==> src/rtl/led_mode_controller_pkg.sv <==
// rtl/led_mode_controller_pkg.sv - shared types and entry values for the LED mode sequencer
package led_ctrl_pkg;

    typedef enum logic [1:0] {
        MODE_MIRROR = 2'd0,
        MODE_CHASE  = 2'd1,
        MODE_BLINK  = 2'd2,
        MODE_COUNT  = 2'd3
    } mode_t;

    localparam int   CHASE_SEED       = 1;
    localparam logic BLINK_PHASE_INIT = 1'b1;

endpackage

==> src/rtl/led_mode_controller_if.sv <==
// rtl/led_mode_controller_if.sv - switch/key inputs and LED outputs of the mode sequencer
interface led_mode_controller_if
    import led_ctrl_pkg::*;
#(
    parameter int WIDTH = 10
) ();

    logic [WIDTH-1:0] sw_data;
    mode_t            mode;
    logic             auto_en;
    logic             step_btn_n;
    logic [WIDTH-1:0] led;
    logic             tick;

    modport master (
        output sw_data,
        output mode,
        output auto_en,
        output step_btn_n,
        input  led,
        input  tick
    );

    modport slave (
        input  sw_data,
        input  mode,
        input  auto_en,
        input  step_btn_n,
        output led,
        output tick
    );

endinterface

==> src/rtl/led_mode_controller_prescaler.sv <==
// rtl/led_mode_controller_prescaler.sv - auto-advance prescaler, one tick per TICK_DIV enabled cycles
module tick_prescaler #(
    parameter int TICK_DIV = 12_500_000
) (
    input  logic clk,
    input  logic rst_n,
    input  logic en,
    input  logic clr,
    output logic tick
);

    localparam int            CW   = $clog2(TICK_DIV);
    localparam logic [CW-1:0] LAST = CW'(TICK_DIV - 1);

    logic [CW-1:0] count;

    // Gated by en so the cycle in which auto_en drops cannot emit a stray tick.
    assign tick = en && (count == LAST);

    always_ff @(posedge clk) begin
        if (!rst_n || clr || !en) begin
            count <= '0;
        end else if (count == LAST) begin
            count <= '0;
        end else begin
            count <= count + 1'b1;
        end
    end

endmodule

==> src/rtl/led_mode_controller.sv <==
// rtl/led_mode_controller.sv - drives the LED bank from the switches in mirror/chase/blink/count modes
module led_mode_controller
    import led_ctrl_pkg::*;
#(
    parameter int WIDTH    = 10,
    parameter int TICK_DIV = 12_500_000
) (
    input  logic                 clk,
    input  logic                 rst_n,
    led_mode_controller_if.slave bus
);

    mode_t            mode_q;
    logic [WIDTH-1:0] pattern;
    logic             phase;
    logic             sync1;
    logic             sync2;
    logic             sync3;
    logic             tick_raw;
    logic             step_pulse;
    logic             advance;
    logic             mode_change;

    assign step_pulse  = sync3 & ~sync2;
    assign advance     = tick_raw | step_pulse;
    assign mode_change = (bus.mode != mode_q);

    tick_prescaler #(
        .TICK_DIV (TICK_DIV)
    ) u_prescaler (
        .clk   (clk),
        .rst_n (rst_n),
        .en    (bus.auto_en),
        .clr   (mode_change),
        .tick  (tick_raw)
    );

    always_ff @(posedge clk) begin
        if (!rst_n) begin
            mode_q   <= MODE_MIRROR;
            pattern  <= '0;
            phase    <= BLINK_PHASE_INIT;
            sync1    <= 1'b1;
            sync2    <= 1'b1;
            sync3    <= 1'b1;
            bus.led  <= '0;
            bus.tick <= 1'b0;
        end else begin
            sync1    <= bus.step_btn_n;
            sync2    <= sync1;
            sync3    <= sync2;
            bus.tick <= tick_raw;

            // A mode switch owns the cycle: entry value wins over any coincident advance.
            if (mode_change) begin
                mode_q <= bus.mode;
                phase  <= BLINK_PHASE_INIT;
                case (bus.mode)
                    MODE_CHASE: pattern <= WIDTH'(CHASE_SEED);
                    MODE_BLINK: pattern <= bus.sw_data;
                    default:    pattern <= '0;
                endcase
            end else if (advance) begin
                case (mode_q)
                    MODE_CHASE: begin
                        if (bus.sw_data[WIDTH-1]) begin
                            pattern <= {pattern[0], pattern[WIDTH-1:1]};
                        end else begin
                            pattern <= {pattern[WIDTH-2:0], pattern[WIDTH-1]};
                        end
                    end
                    MODE_BLINK:  phase   <= ~phase;
                    MODE_COUNT:  pattern <= pattern + 1'b1;
                    default:     pattern <= pattern;
                endcase
            end

            case (mode_q)
                MODE_MIRROR: bus.led <= bus.sw_data;
                MODE_BLINK:  bus.led <= phase ? pattern : '0;
                default:     bus.led <= pattern;
            endcase
        end
    end

endmodule

==> src/flat_wrapper.sv <==
// flat-port wrapper written by rule: the top's interface ports become plain ports
module led_mode_controller_flat import led_ctrl_pkg::*;
#(
    parameter int WIDTH    = 10,
    parameter int TICK_DIV = 12_500_000
)
  (clk, rst_n, bus_sw_data, bus_mode, bus_auto_en, bus_step_btn_n, bus_led, bus_tick);
  led_mode_controller_if #(.WIDTH(WIDTH)) bus_i ();
  input  logic clk;
  input  logic rst_n;
  input wire logic [$bits(bus_i.sw_data)-1:0] bus_sw_data;
  input wire logic [$bits(bus_i.mode)-1:0] bus_mode;
  input wire logic [$bits(bus_i.auto_en)-1:0] bus_auto_en;
  input wire logic [$bits(bus_i.step_btn_n)-1:0] bus_step_btn_n;
  output wire logic [$bits(bus_i.led)-1:0] bus_led;
  output wire logic [$bits(bus_i.tick)-1:0] bus_tick;
  assign bus_i.sw_data = bus_sw_data;
  assign bus_i.mode = bus_mode;
  assign bus_i.auto_en = bus_auto_en;
  assign bus_i.step_btn_n = bus_step_btn_n;
  assign bus_led = bus_i.led;
  assign bus_tick = bus_i.tick;
  led_mode_controller #(.WIDTH(WIDTH), .TICK_DIV(TICK_DIV)) u_core (.clk(clk), .rst_n(rst_n), .bus(bus_i));
endmodule
==> config.mk <==
export PLATFORM = sky130hd
export DESIGN_NAME = led_mode_controller_flat
export DESIGN_NICKNAME = d
export VERILOG_FILES = /design/src/rtl/led_mode_controller_pkg.sv /design/src/rtl/led_mode_controller_if.sv /design/src/rtl/led_mode_controller_prescaler.sv /design/src/rtl/led_mode_controller.sv /design/src/flat_wrapper.sv
export SDC_FILE = /design/constraint.sdc
export NUM_CORES = 1
export LEC_CHECK = 0
export CAP_MARGIN = 15
export CORE_MARGIN = 1
export CORE_UTILIZATION = 50
export DETAILED_ROUTE_END_ITERATION = 8
export PLACE_DENSITY = 0.71
export SLEW_MARGIN = 20
export SYNTH_ARGS = -nofsm -noshare
export SYNTH_HDL_FRONTEND = slang
export SYNTH_HIERARCHICAL = 1
export SYNTH_SLANG_ARGS = --single-unit
export TNS_END_PERCENT = 50
==> constraint.sdc <==
create_clock -name clk -period 2 [get_ports clk]
set_clock_uncertainty 0.15 [all_clocks]
set_input_delay 0.4 -clock clk [delete_from_list [all_inputs] [get_ports clk]]
set_output_delay 0.4 -clock clk [all_outputs]
set_load 0.05 [all_outputs]
==> results of run 1 <==
[metal layers]
| metal | vias up | GRT usage | share of wire |
|---|---|---|---|
| li1 | 1203 | - | - |
| met1 | 1164 | 0.324 | 0.45 |
| met2 | 66 | 0.403 | 0.49 |
| met3 | 6 | 0.0455 | 0.054 |
| met4 | 0 | 0.0524 | 0.0083 |
| met5 | - | 0 | 0 |
[stage by stage]
stage,cells,area (sq um)
after floorplan,305,2670
after detailed placement,421,3230
final,433,3490
after global placement,421,3230
after global routing,433,3490
after CTS,432,3410
[what timing repair did]
action,in CTS,in global routing
setup buffers,2,1
hold buffers,0,0
gates cloned,1,0
endpoints found under the setup margin,7,21
endpoints found under the hold margin,0,0
resized for setup,15,21
pin swaps,8,5
[power by group through the flow]
| stage | Sequential (mW) | Clock [mW] | Combinational [mW] |
|---|---|---|---|
| 3_3_place_gp | 1.11 | 0 | 0.351 |
| 5_1_grt | 1.09 | 0.812 | 0.409 |
| 6_report | 1.09 | 0.746 | 0.378 |
| 4_1_cts | 1.09 | 0.768 | 0.367 |
| 2_1_floorplan | 1.14 | 0 | 0.190 |
| 3_5_place_dp | 1.11 | 0 | 0.357 |
[area by class of cell]
class	instances	area, sq um
fill	421	1620
multi-input combinational	225	1590
sequential	51	1030
timing repair buffer	73	652
tap	70	87.6
clock buffer	6	82.6
clock inverter	2	35.0
inverter	6	22.5
[cells in the final DEF, fill, tap and decap left out, types with 4 or more instances in the layout]
master            n
a21oi_1          15
nor2b_1          12
nand3_1          14
xnor2_1          11
dfxtp_2           4
a31oi_1           5
o21ai_0          11
buf_4            44
and4_1            4
nand4_1          10
and2_1            4
dfxtp_1          47
o31ai_1           5
or3_1             4
o21ai_1           4
dlymetal6s2s_1   10
nand2_1          26
and3_1            5
xor2_1            9
mux2i_1           9
clkbuf_8          6
inv_1             5
nor2_1           18
a22oi_1          10
clkdlybuf4s50_1  14
[state kept, by name, summed over array words and instances (netlist names)]
signal and cells:
u_core/bus.led 10, u_core/sync2 1, u_core/sync1 1, u_core/pattern 10, u_core/u_prescaler/count 24, u_core/bus.tick 1, u_core/sync3 1, u_core/phase 1
u_core/mode_q 2
[worst paths after layout]
path / start / end / slack, ns / cells after the start
max: u_core/u_prescaler/count[1] / u_core/pattern[0] / 0.03 / 9
min: u_core/sync1 / u_core/sync2 / 0.27 / 1
max reg2reg: u_core/u_prescaler/count[1] / u_core/pattern[0] / 0.03 / 9
min reg2reg: u_core/sync1 / u_core/sync2 / 0.27 / 1
[worst max-delay path: cells and delay by family, from the launching register on]
family	cells	cell delay, ns
AOI/OAI and AO/OA	3	0.42
adders and majority gates	1	0.18
buffers and inverters	1	0.18
DFF	1	0.34
and+or+nand+nor	4	0.59
[kinds of logic (layout without fill, tap and decap cells)]
logic type / Yosys count / in the layout
simple gates: 120 / 120
compound gates: 69 / 69
flops: 51 / 51
buf+inv: 29 / 87
xor+xnor: 22 / 22
mux: 10 / 10
fa+ha+maj: 4 / 4
==> metrics.md, run 1 <==
| Metric | Value |
|---|---|
| GR Util All Layers | `0.241` |
| # diodes | `0` |
| Status | `finished clean` |
| Worst Max-Slew Pin Slew | `around 0.51 ns` |
| Routed vias | `roughly 2.4k` |
| XOR/XNOR Fraction of Synth Area | `0.0780` |
| Slew Limit Headroom | `0.656` |
| Post-synth EDFFs | `0` |
| Post-Synth Simple-Gate Area | `0.253` |
| Nets | `~380` |
| Synthesis Warnings | `6` |
| Adder-cell share of the synthesized area | `0.0188` |
| Worst EP required | `between 2 and 2.5 ns` |
| Core area | `just over 5000 sq um` |
| Switching power total | `~0.58 mW` |
| Count leader, synth | `dfxtp_1` |
| H-tree levels | `2` |
| Syn Area/Cell | `about 8.7 sq um` |
| Min cycle time layout | `just under 2 ns` |
| Register share of total power | `0.492` |
| Crit path largest cell delay | `0.34 ns` |
| Slew Viols, Final | `0` |
| Worst EP arrival | `a little over 2 ns` |
| Clock Latency Late Sink | `about 0.3 ns` |
| CTS Buf Count | `5` |
| Post-synthesis sequential area ratio | `0.383` |
| Period utilization | `0.984` |
| Main combinational cell family by area after synthesis | `simple AND/OR/NAND/NOR gates` |
| Max Cap Viol | `0` |
| Root buffer cell | `clkbuf_8` |
| Hold Fails Final Rpt | `0` |
| Combinational share of power | `0.171` |
| Residual DRC | `0` |
| Worst Hold Class | `reg2reg` |
| I/O pins | `27` |
| Crit Path Max Fanout | `6` |
| P&R area growth vs syn | `31.1%` |
| GRT overflow | `0` |
| GP Congestion | `0.864` |
| Max Clk Rate | `between 500 and 600 MHz` |
| IO Port Bufs | `26` |
| Area of the mapped netlist | `2660 sq um` |
| Global-route wire length before repair | `10,400 um` |
| Final WS setup | `0.0326 ns` |
| Layout cell share with drive strength beyond 1 | `0.248` |
| Total routed wirelength | `around 6200 um` |
| DP Wirelength | `roughly 4300 um` |
| Sw frac | `0.263` |
| Ys async rst share | `0` |
| Crit end category | `flop` |
| RSZ-0062 raised after global routing | `yes` |
| Area share of the leading cell type in the synthesized netlist | `0.383` |
| Chip Width | `around 75 um` |
| Power share of the clock group | `0.337` |
| Slowest-stage cell, CP | `dfxtp_2` |
| IR Drop Worst-Case VDD | `about 0.49 mV` |
| Post-Route Setup TNS | `0 ns` |
| Main area contributors after synthesis | `dfxtp_1 38%, nand2_1 3.8%, xnor2_1 3.6%` |
| P per Cell Area | `between 600 and 700 nW/um^2` |
| Power, Total | `2.21 mW` |
| Pint | `1.63 mW` |
| Syn_nets | `between 300 and 400` |
| DR iter-0 viols | `approximately 210` |
| Post-synth top area cell | `dfxtp_1` |
| Routed Antenna Nets | `0` |
| Largest net degree at the start of global routing | `25` |
| Post-synthesis cell type count | `52` |
| Vias/cell | `5.63` |
| Cells after Synth | `~310` |
| Pre-CTS WS | `-0.153 ns` |
| First-pass DRT Iterations | `4` |
| Crit path cell chain | `ha_2 > and4_4 > nand2_4 > nor3_4 > nor3_2 > o21ai_2 > buf_6 > o311ai_4 > o211a_1` |
| Top_reg_cell synth | `dfxtp_1` |
| WL per Instance | `between 10 and 15 um` |
| Row count | `26` |
| Die area | `about 5600 sq um` |
| Chip height | `around 75 um` |
| Initial Util | `0.521` |
| Setup CP Type | `reg2reg` |
| Top post-synthesis cells by count | `51 x dfxtp_1, 27 x nand2_1, 18 x nor2_1` |
| Compound-Gate Fraction of Synth Area | `0.173` |
| Hold slack final | `0.273 ns` |
| Crit path launch type | `flop` |
| Initial antenna violation count | `0` |
| Final setup viols | `0` |
| Seq cells post-synth | `between 50 and 60` |
| CTS clk-pin slew, worst paths | `about 0.10 ns` |
| CTS tree | `built` |
| Leak pwr | `1.51 nW` |
| Util after Layout | `0.683` |
| Longest Clk Path Bufs | `2` |
| Vias in the first global route | `2,331` |
| Post-synthesis mux area share | `0.0395` |
| Total clock sinks | `51` |
Note: power is estimated with default switching activity, not from simulation.
==> run 2, diff against run 1 <==
==> constraint.sdc (replaced) <==
create_clock -name clk -period 1.7 [get_ports clk]
set_clock_uncertainty 0.15 [all_clocks]
set_input_delay 0.34 -clock clk [delete_from_list [all_inputs] [get_ports clk]]
set_output_delay 0.34 -clock clk [all_outputs]
set_load 0.05 [all_outputs]
==> metrics.md, run 2 (synthesized netlist as in run 1, its figures left out) <==
| Metric | Value |
|---|---|
| Top flop regs | `u_core/u_prescaler/count: 24 flops, u_core/bus.led: 10 flops, u_core/pattern: 10 flops (unchanged)` |
| CTS clk-pin slew, worst paths | `0.09 ns (was 0.10 ns)` |
| Slew Viols, Final | `0 (unchanged)` |
| Combinational share of power | `0.204 (was 0.171)` |
| Initial antenna violation count | `0 (unchanged)` |
| Cell mode on critical path | `buf_6` |
| Pint | `1.76 mW (was 1.63 mW)` |
| Largest net degree at the start of global routing | `28 (was 25)` |
| Final setup viols | `35 (was 0)` |
| IR Drop Worst-Case VDD | `0.389 mV (was 0.489 mV)` |
| Period utilization | `1.18 (was 0.984)` |
| GRT overflow | `0 (unchanged)` |
| Crit path cell chain | `nor4b_4 > nand4_1 > nor3_4 > nor3_2 > o21ai_2 > buf_6 > buf_6 > o2111ai_2 > o211ai_1 (was ha_2 > and4_4 > nand2_4 > nor3_4 > nor3_2 > o21ai_2 > buf_6 > o311ai_4 > o211a_1)` |
| Hold Fails Final Rpt | `0 (unchanged)` |
| First-pass DRT Iterations | `4 (unchanged)` |
| Hold-fix buffers, CTS | `0 (unchanged)` |
| CTS Buf Count | `5 (unchanged)` |
| Die area | `5620 sq um (unchanged)` |
| P&R area growth vs syn | `43.4% (was 31.1%)` |
| Chip height | `75.0 um (unchanged)` |
| Chip Width | `75.0 um (unchanged)` |
| Worst Path Buf+Inv | `2 (was 1)` |
| Root buffer cell | `clkbuf_8 (unchanged)` |
| Crit path launch type | `flop (unchanged)` |
| Worst EP arrival | `2.09 ns (was 2.02 ns)` |
| Worst Max-Slew Pin Slew | `0.494 ns (was 0.515 ns)` |
| Register share of total power | `0.515 (was 0.492)` |
| Clock Latency Late Sink | `0.31 ns (was 0.30 ns)` |
| Power share of the clock group | `0.281 (was 0.337)` |
| Top reg by flops | `u_core/u_prescaler/count (unchanged)` |
| Vias/cell | `5.71 (was 5.63)` |
| Min cycle time layout | `2.00 ns (was 1.97 ns)` |
| Max reg flops | `24 (unchanged)` |
| Initial Util | `0.521 (unchanged)` |
| Max Clk Rate | `500 MHz (was 508 MHz)` |
| Non-Filler Instances | `458 (was 433)` |
| WL per Instance | `15.9 um (was 14.3 um)` |
| Setup CP Type | `reg2reg (unchanged)` |
| Switching power total | `0.709 mW (was 0.582 mW)` |
| Final WS setup | `-0.298 ns (was 0.0326 ns)` |
| Worst EP required | `1.79 ns (was 2.06 ns)` |
| DP Wirelength | `4590 um (was 4270 um)` |
| Placed Cells incl. Taps | `438 (was 421)` |
| Slowest-stage cell, CP | `dfxtp_2 (unchanged)` |
| Crit Path Max Fanout | `4 (was 6)` |
| Residual DRC | `0 (unchanged)` |
| Sw frac | `0.287 (was 0.263)` |
| Leak pwr | `1.53 nW (was 1.51 nW)` |
| Failing checks | `setup timing` |
| CTS tree | `built (unchanged)` |
| Commonest non-fill, non-tap cell in the layout | `buf_4 (was dfxtp_1)` |
| Status | `complete, but fails checks (was finished clean)` |
| RSZ-0062 raised after global routing | `yes (unchanged)` |
| Crit path max-delay family | `simple AND/OR/NAND/NOR gates (unchanged)` |
| P per Cell Area | `648 nW/um^2 (was 634 nW/um^2)` |
| Nets | `407 (was 382)` |
| Global-route wire length before repair | `11,000 um (was 10,400 um)` |
| Total clock sinks | `51 (unchanged)` |
| # diodes | `0 (unchanged)` |
| GR Util All Layers | `0.257 (was 0.241)` |
| Pre-CTS WS | `-0.456 ns (was -0.153 ns)` |
| DR iter-0 viols | `204 (was 207)` |
| Most frequent cells in the layout | `70 x buf_4, 40 x dfxtp_1, 26 x nand2_1 (was 47 x dfxtp_1, 44 x buf_4, 26 x nand2_1)` |
| Power, Total | `2.47 mW (was 2.21 mW)` |
| Worst Hold Class | `reg2reg (unchanged)` |
| H-tree levels | `2 (unchanged)` |
| Row count | `26 (unchanged)` |
| GP Congestion | `0.913 (was 0.864)` |
| Vias in the first global route | `2,478 (was 2,331)` |
| Crit end category | `flop (unchanged)` |
| Layout cell share with drive strength beyond 1 | `0.381 (was 0.248)` |
| Core area | `5110 sq um (unchanged)` |
| Slew Limit Headroom | `0.670 (was 0.656)` |
| Longest Clk Path Bufs | `2 (unchanged)` |
| Max Cap Viol | `0 (unchanged)` |
| I/O pins | `27 (unchanged)` |
| Routed Antenna Nets | `0 (unchanged)` |
| IO Port Bufs | `26 (unchanged)` |
| Routed vias | `2,616 (was 2,439)` |
| Total routed wirelength | `7270 um (was 6170 um)` |
| Crit path largest cell delay | `0.34 ns (about the same)` |
| Util after Layout | `0.747 (was 0.683)` |
[run 2: worst register-to-register path, cell delays in order, from the launching register on]
cell and delay (ns):
dfxtp_2 0.34, nor4b_4 0.28, nand4_1 0.21, nor3_4 0.23, nor3_2 0.08, o21ai_2 0.21
buf_6 0.14, buf_6 0.11, o2111ai_2 0.09, o211ai_1 0.09
[run 2: final cells by class]
| class | count | area [sq um] |
|---|---|---|
| Clock buffer | 6 | 72.6 |
| Clock inverter | 2 | 12.5 |
| Fill cell | 389 | 1290 |
| Inverter | 6 | 22.5 |
| Multi-Input combinational cell | 226 | 1720 |
| Sequential cell | 51 | 1030 |
| Tap cell | 70 | 87.6 |
| Timing Repair Buffer | 97 | 871 |
[run 2: timing repair]
action | CTS | global route
gates resized for setup | 38 | 22
buffers inserted | 5 | 4
gates cloned | 2 | 3
endpoints found under the setup margin | 38 | 36
pin swaps | 13 | 12
[run 2: final timing paths]
path,start,endpoint,slack (ns),depth (start not counted)
max,u_core/u_prescaler/count[14],u_core/pattern[6],-0.30,9
min,u_core/sync1,u_core/sync2,0.26,1
min reg2reg,u_core/sync1,u_core/sync2,0.26,1
max reg2reg,u_core/u_prescaler/count[14],u_core/pattern[6],-0.30,9
[run 2: through the flow]
step / cell area, sq um / setup TNS (ns) / hold WS [ns]
after detailed placement: 3410 / -14.23 / 0.242
final: 3820 / -4.75 / 0.261
after global routing: 3820 / -7.33 / 0.280
after floorplan: 2730 / -1.30 / 0.236
after CTS: 3660 / -4.31 / 0.264
after global placement: 3410 / -12.47 / 0.245
[run 2: power groups by stage]
stage | combinational, mW | clock [mW] | sequential [mW]
floorplan | 0.232 | 0 | 1.34
global placement | 0.441 | 0 | 1.30
detailed placement | 0.445 | 0 | 1.30
CTS | 0.475 | 0.700 | 1.27
global route | 0.540 | 0.741 | 1.28
finish | 0.504 | 0.695 | 1.27
[run 2: layer usage]
layer	global-route usage	wire (um)
met1	0.304	2990
met2	0.472	3860
met5	0	0
met3	0.0321	238
met4	0.0985	175
==> run 3, diff against run 2 <==
--- a/config.mk
+++ b/config.mk
@@ -6,6 +6,7 @@
 export NUM_CORES = 1
 export LEC_CHECK = 0
 export CAP_MARGIN = 15
+export CORE_ASPECT_RATIO = 1.25
 export CORE_MARGIN = 1
 export CORE_UTILIZATION = 50
 export DETAILED_ROUTE_END_ITERATION = 8
==> metrics.md, run 3 (synthesized netlist as in run 1, its figures left out) <==
| Metric | Value |
|---|---|
| DP Wirelength | `4470 um (was 4590 um)` |
| Die area | `5620 sq um (about the same)` |
| Hold-fix buffers, CTS | `0 (unchanged)` |
| Final WS setup | `-0.308 ns (was -0.298 ns)` |
| I/O pins | `27 (unchanged)` |
| RSZ-0062 raised after global routing | `yes (unchanged)` |
| IR Drop Worst-Case VDD | `0.394 mV (was 0.389 mV)` |
| GRT overflow | `0 (unchanged)` |
| GR Util All Layers | `0.264 (was 0.257)` |
| Chip Width | `67.3 um (was 75.0 um)` |
| WL per Instance | `16.2 um (was 15.9 um)` |
| H-tree levels | `2 (unchanged)` |
| Reg2reg setup slack | `-0.31 ns (was -0.30 ns)` |
| GP Congestion | `0.851 (was 0.913)` |
| Chip height | `83.6 um (was 75.0 um)` |
| Global-route wire length before repair | `11,400 um (was 11,000 um)` |
| Row count | `29 (was 26)` |
| Min cycle time layout | `2.01 ns (was 2.00 ns)` |
| Initial Util | `0.520 (was 0.521)` |
| P&R area growth vs syn | `46.1% (was 43.4%)` |
| Clock Latency Late Sink | `0.31 ns (about the same)` |
| CTS tree | `built (unchanged)` |
| Crit end category | `flop (unchanged)` |
| Leak pwr | `1.57 nW (was 1.53 nW)` |
| Slew Viols, Final | `0 (unchanged)` |
| Vias in the first global route | `2,502 (was 2,478)` |
| Max Cap Viol | `0 (unchanged)` |
| Max reg flops | `24 (unchanged)` |
| First-pass DRT Iterations | `4 (unchanged)` |
| Vias/cell | `5.72 (was 5.71)` |
| Period utilization | `1.18 (about the same)` |
| Nets | `415 (was 407)` |
| IO Port Bufs | `26 (unchanged)` |
| Slew Limit Headroom | `0.677 (was 0.670)` |
| Layout cell share with drive strength beyond 1 | `0.409 (was 0.381)` |
| Failing checks | `setup timing (unchanged)` |
| Worst Max-Slew Pin Slew | `0.484 ns (was 0.494 ns)` |
| # diodes | `0 (unchanged)` |
| Non-Filler Instances | `458 (unchanged)` |
| Crit Path Max Fanout | `5 (was 4)` |
| Commonest non-fill, non-tap cell in the layout | `buf_4 (unchanged)` |
| Status | `complete, but fails checks (unchanged)` |
| Register area | `1030 sq um (unchanged)` |
| Fillers | `349 (was 389)` |
| Multi-input gate area | `1720 sq um (about the same)` |
| Max Clk Rate | `498 MHz (was 500 MHz)` |
| Routed vias | `2,619 (was 2,616)` |
| Core area | `5120 sq um (was 5110 sq um)` |
| CTS clk-pin slew, worst paths | `0.09 ns (about the same)` |
| Top flop regs | `u_core/u_prescaler/count: 24 flops, u_core/bus.led: 10 flops, u_core/pattern: 10 flops (unchanged)` |
| Total clock sinks | `51 (unchanged)` |
| Placed Cells incl. Taps | `433 (was 438)` |
| Worst Hold Class | `reg2reg (unchanged)` |
| Initial antenna violation count | `0 (unchanged)` |
| CTS Buf Count | `5 (unchanged)` |
| Final setup viols | `35 (unchanged)` |
| Longest Clk Path Bufs | `2 (unchanged)` |
| DR iter-0 viols | `217 (was 204)` |
| Routed Antenna Nets | `0 (unchanged)` |
| Setup CP Type | `reg2reg (unchanged)` |
| Root buffer cell | `clkbuf_8 (unchanged)` |
| Worst EP required | `1.78 ns (was 1.79 ns)` |
| Top reg by flops | `u_core/u_prescaler/count (unchanged)` |
| Hold Fails Final Rpt | `0 (unchanged)` |
| Worst EP arrival | `2.09 ns (about the same)` |
| Util after Layout | `0.760 (was 0.747)` |
| Crit path launch type | `flop (unchanged)` |
| Residual DRC | `0 (unchanged)` |
| Most frequent cells in the layout | `73 x buf_4, 40 x dfxtp_1, 26 x nand2_1 (was 70 x buf_4, 40 x dfxtp_1, 26 x nand2_1)` |
| Largest net degree at the start of global routing | `22 (was 28)` |
| Total routed wirelength | `7400 um (was 7270 um)` |
| P per Cell Area | `650 nW/um^2 (was 648 nW/um^2)` |
run 3: cell types whose count changed in the layout (fill, tap and decap cells not counted), moves of 2 or more:
cell / change
nand3_2: -2
nor2_1: -3
o21ai_1: -2
or3_4: +2
nand3_1: +2
nor2_4: -3
nor2_2: +6
buf_6: +6
buf_4: +3
clkbuf_8: +2
clkbuf_16: -2
or3_1: -2
run 3: layer usage:
metal | vias to the layer above | global-route usage | part of all wire
met1 | 1274 | 0.294 | 0.39
met2 | 58 | 0.467 | 0.56
met5 | - | 0 | 0
met4 | 0 | 0.116 | 0.015
li1 | 1276 | - | -
met3 | 11 | 0.0492 | 0.035
run 3: what timing repair did:
item | CTS | global route
cloned | 4 | 1
setup buffers | 12 | 5
endpoints found under the setup margin | 44 | 35
resized for setup | 36 | 36
pin swaps | 14 | 20
run 3: report_power, final:
group | switching [mW] | internal [mW] | leakage, nW
sequential | 0.0415 | 1.24 | 0.421
clock | 0.391 | 0.372 | 0.0515
combinational | 0.252 | 0.232 | 1.09
run 3: worst paths after layout:
kind | cells after the start | start | endpoint
worst max-delay path | 8 | u_core/u_prescaler/count[6] | u_core/pattern[2]
worst min-delay path | 1 | u_core/sync1 | u_core/sync2
worst max register to register | 8 | u_core/u_prescaler/count[6] | u_core/pattern[2]
worst min register to register | 1 | u_core/sync1 | u_core/sync2
run 3: layout make-up:
type,instances,share of cell area
Clock buffer,8,0.0257
Inverter,6,0.00579
Multi-Input combinational cell,226,0.443
Sequential cell,51,0.266
Tap cell,62,0.0199
Timing Repair Buffer,105,0.239
run 3: critical path: stages (launching register included):
cell     delay, ns
dfxtp_2       0.35
nor4_4        0.28
nand4_1       0.21
nor3_4        0.23
nor3_2        0.08
o21ai_2       0.23
buf_4         0.19
o21ai_0       0.07
a21oi_1       0.15
run 3: metrics by stage:
stage          total power, mW  TNS (ns)  worst slack, ns  hold slack, ns  cell area, sq um
2_1_floorplan             1.58     -1.30           -0.183           0.236              2730
3_3_place_gp              1.75    -11.69           -0.374           0.245              3430
3_5_place_dp              1.75    -12.59           -0.401           0.253              3430
4_1_cts                   2.53     -5.24           -0.279           0.273              3740
5_1_grt                   2.63     -6.82           -0.404           0.304              3890
6_report                  2.53     -4.65           -0.308           0.273              3890
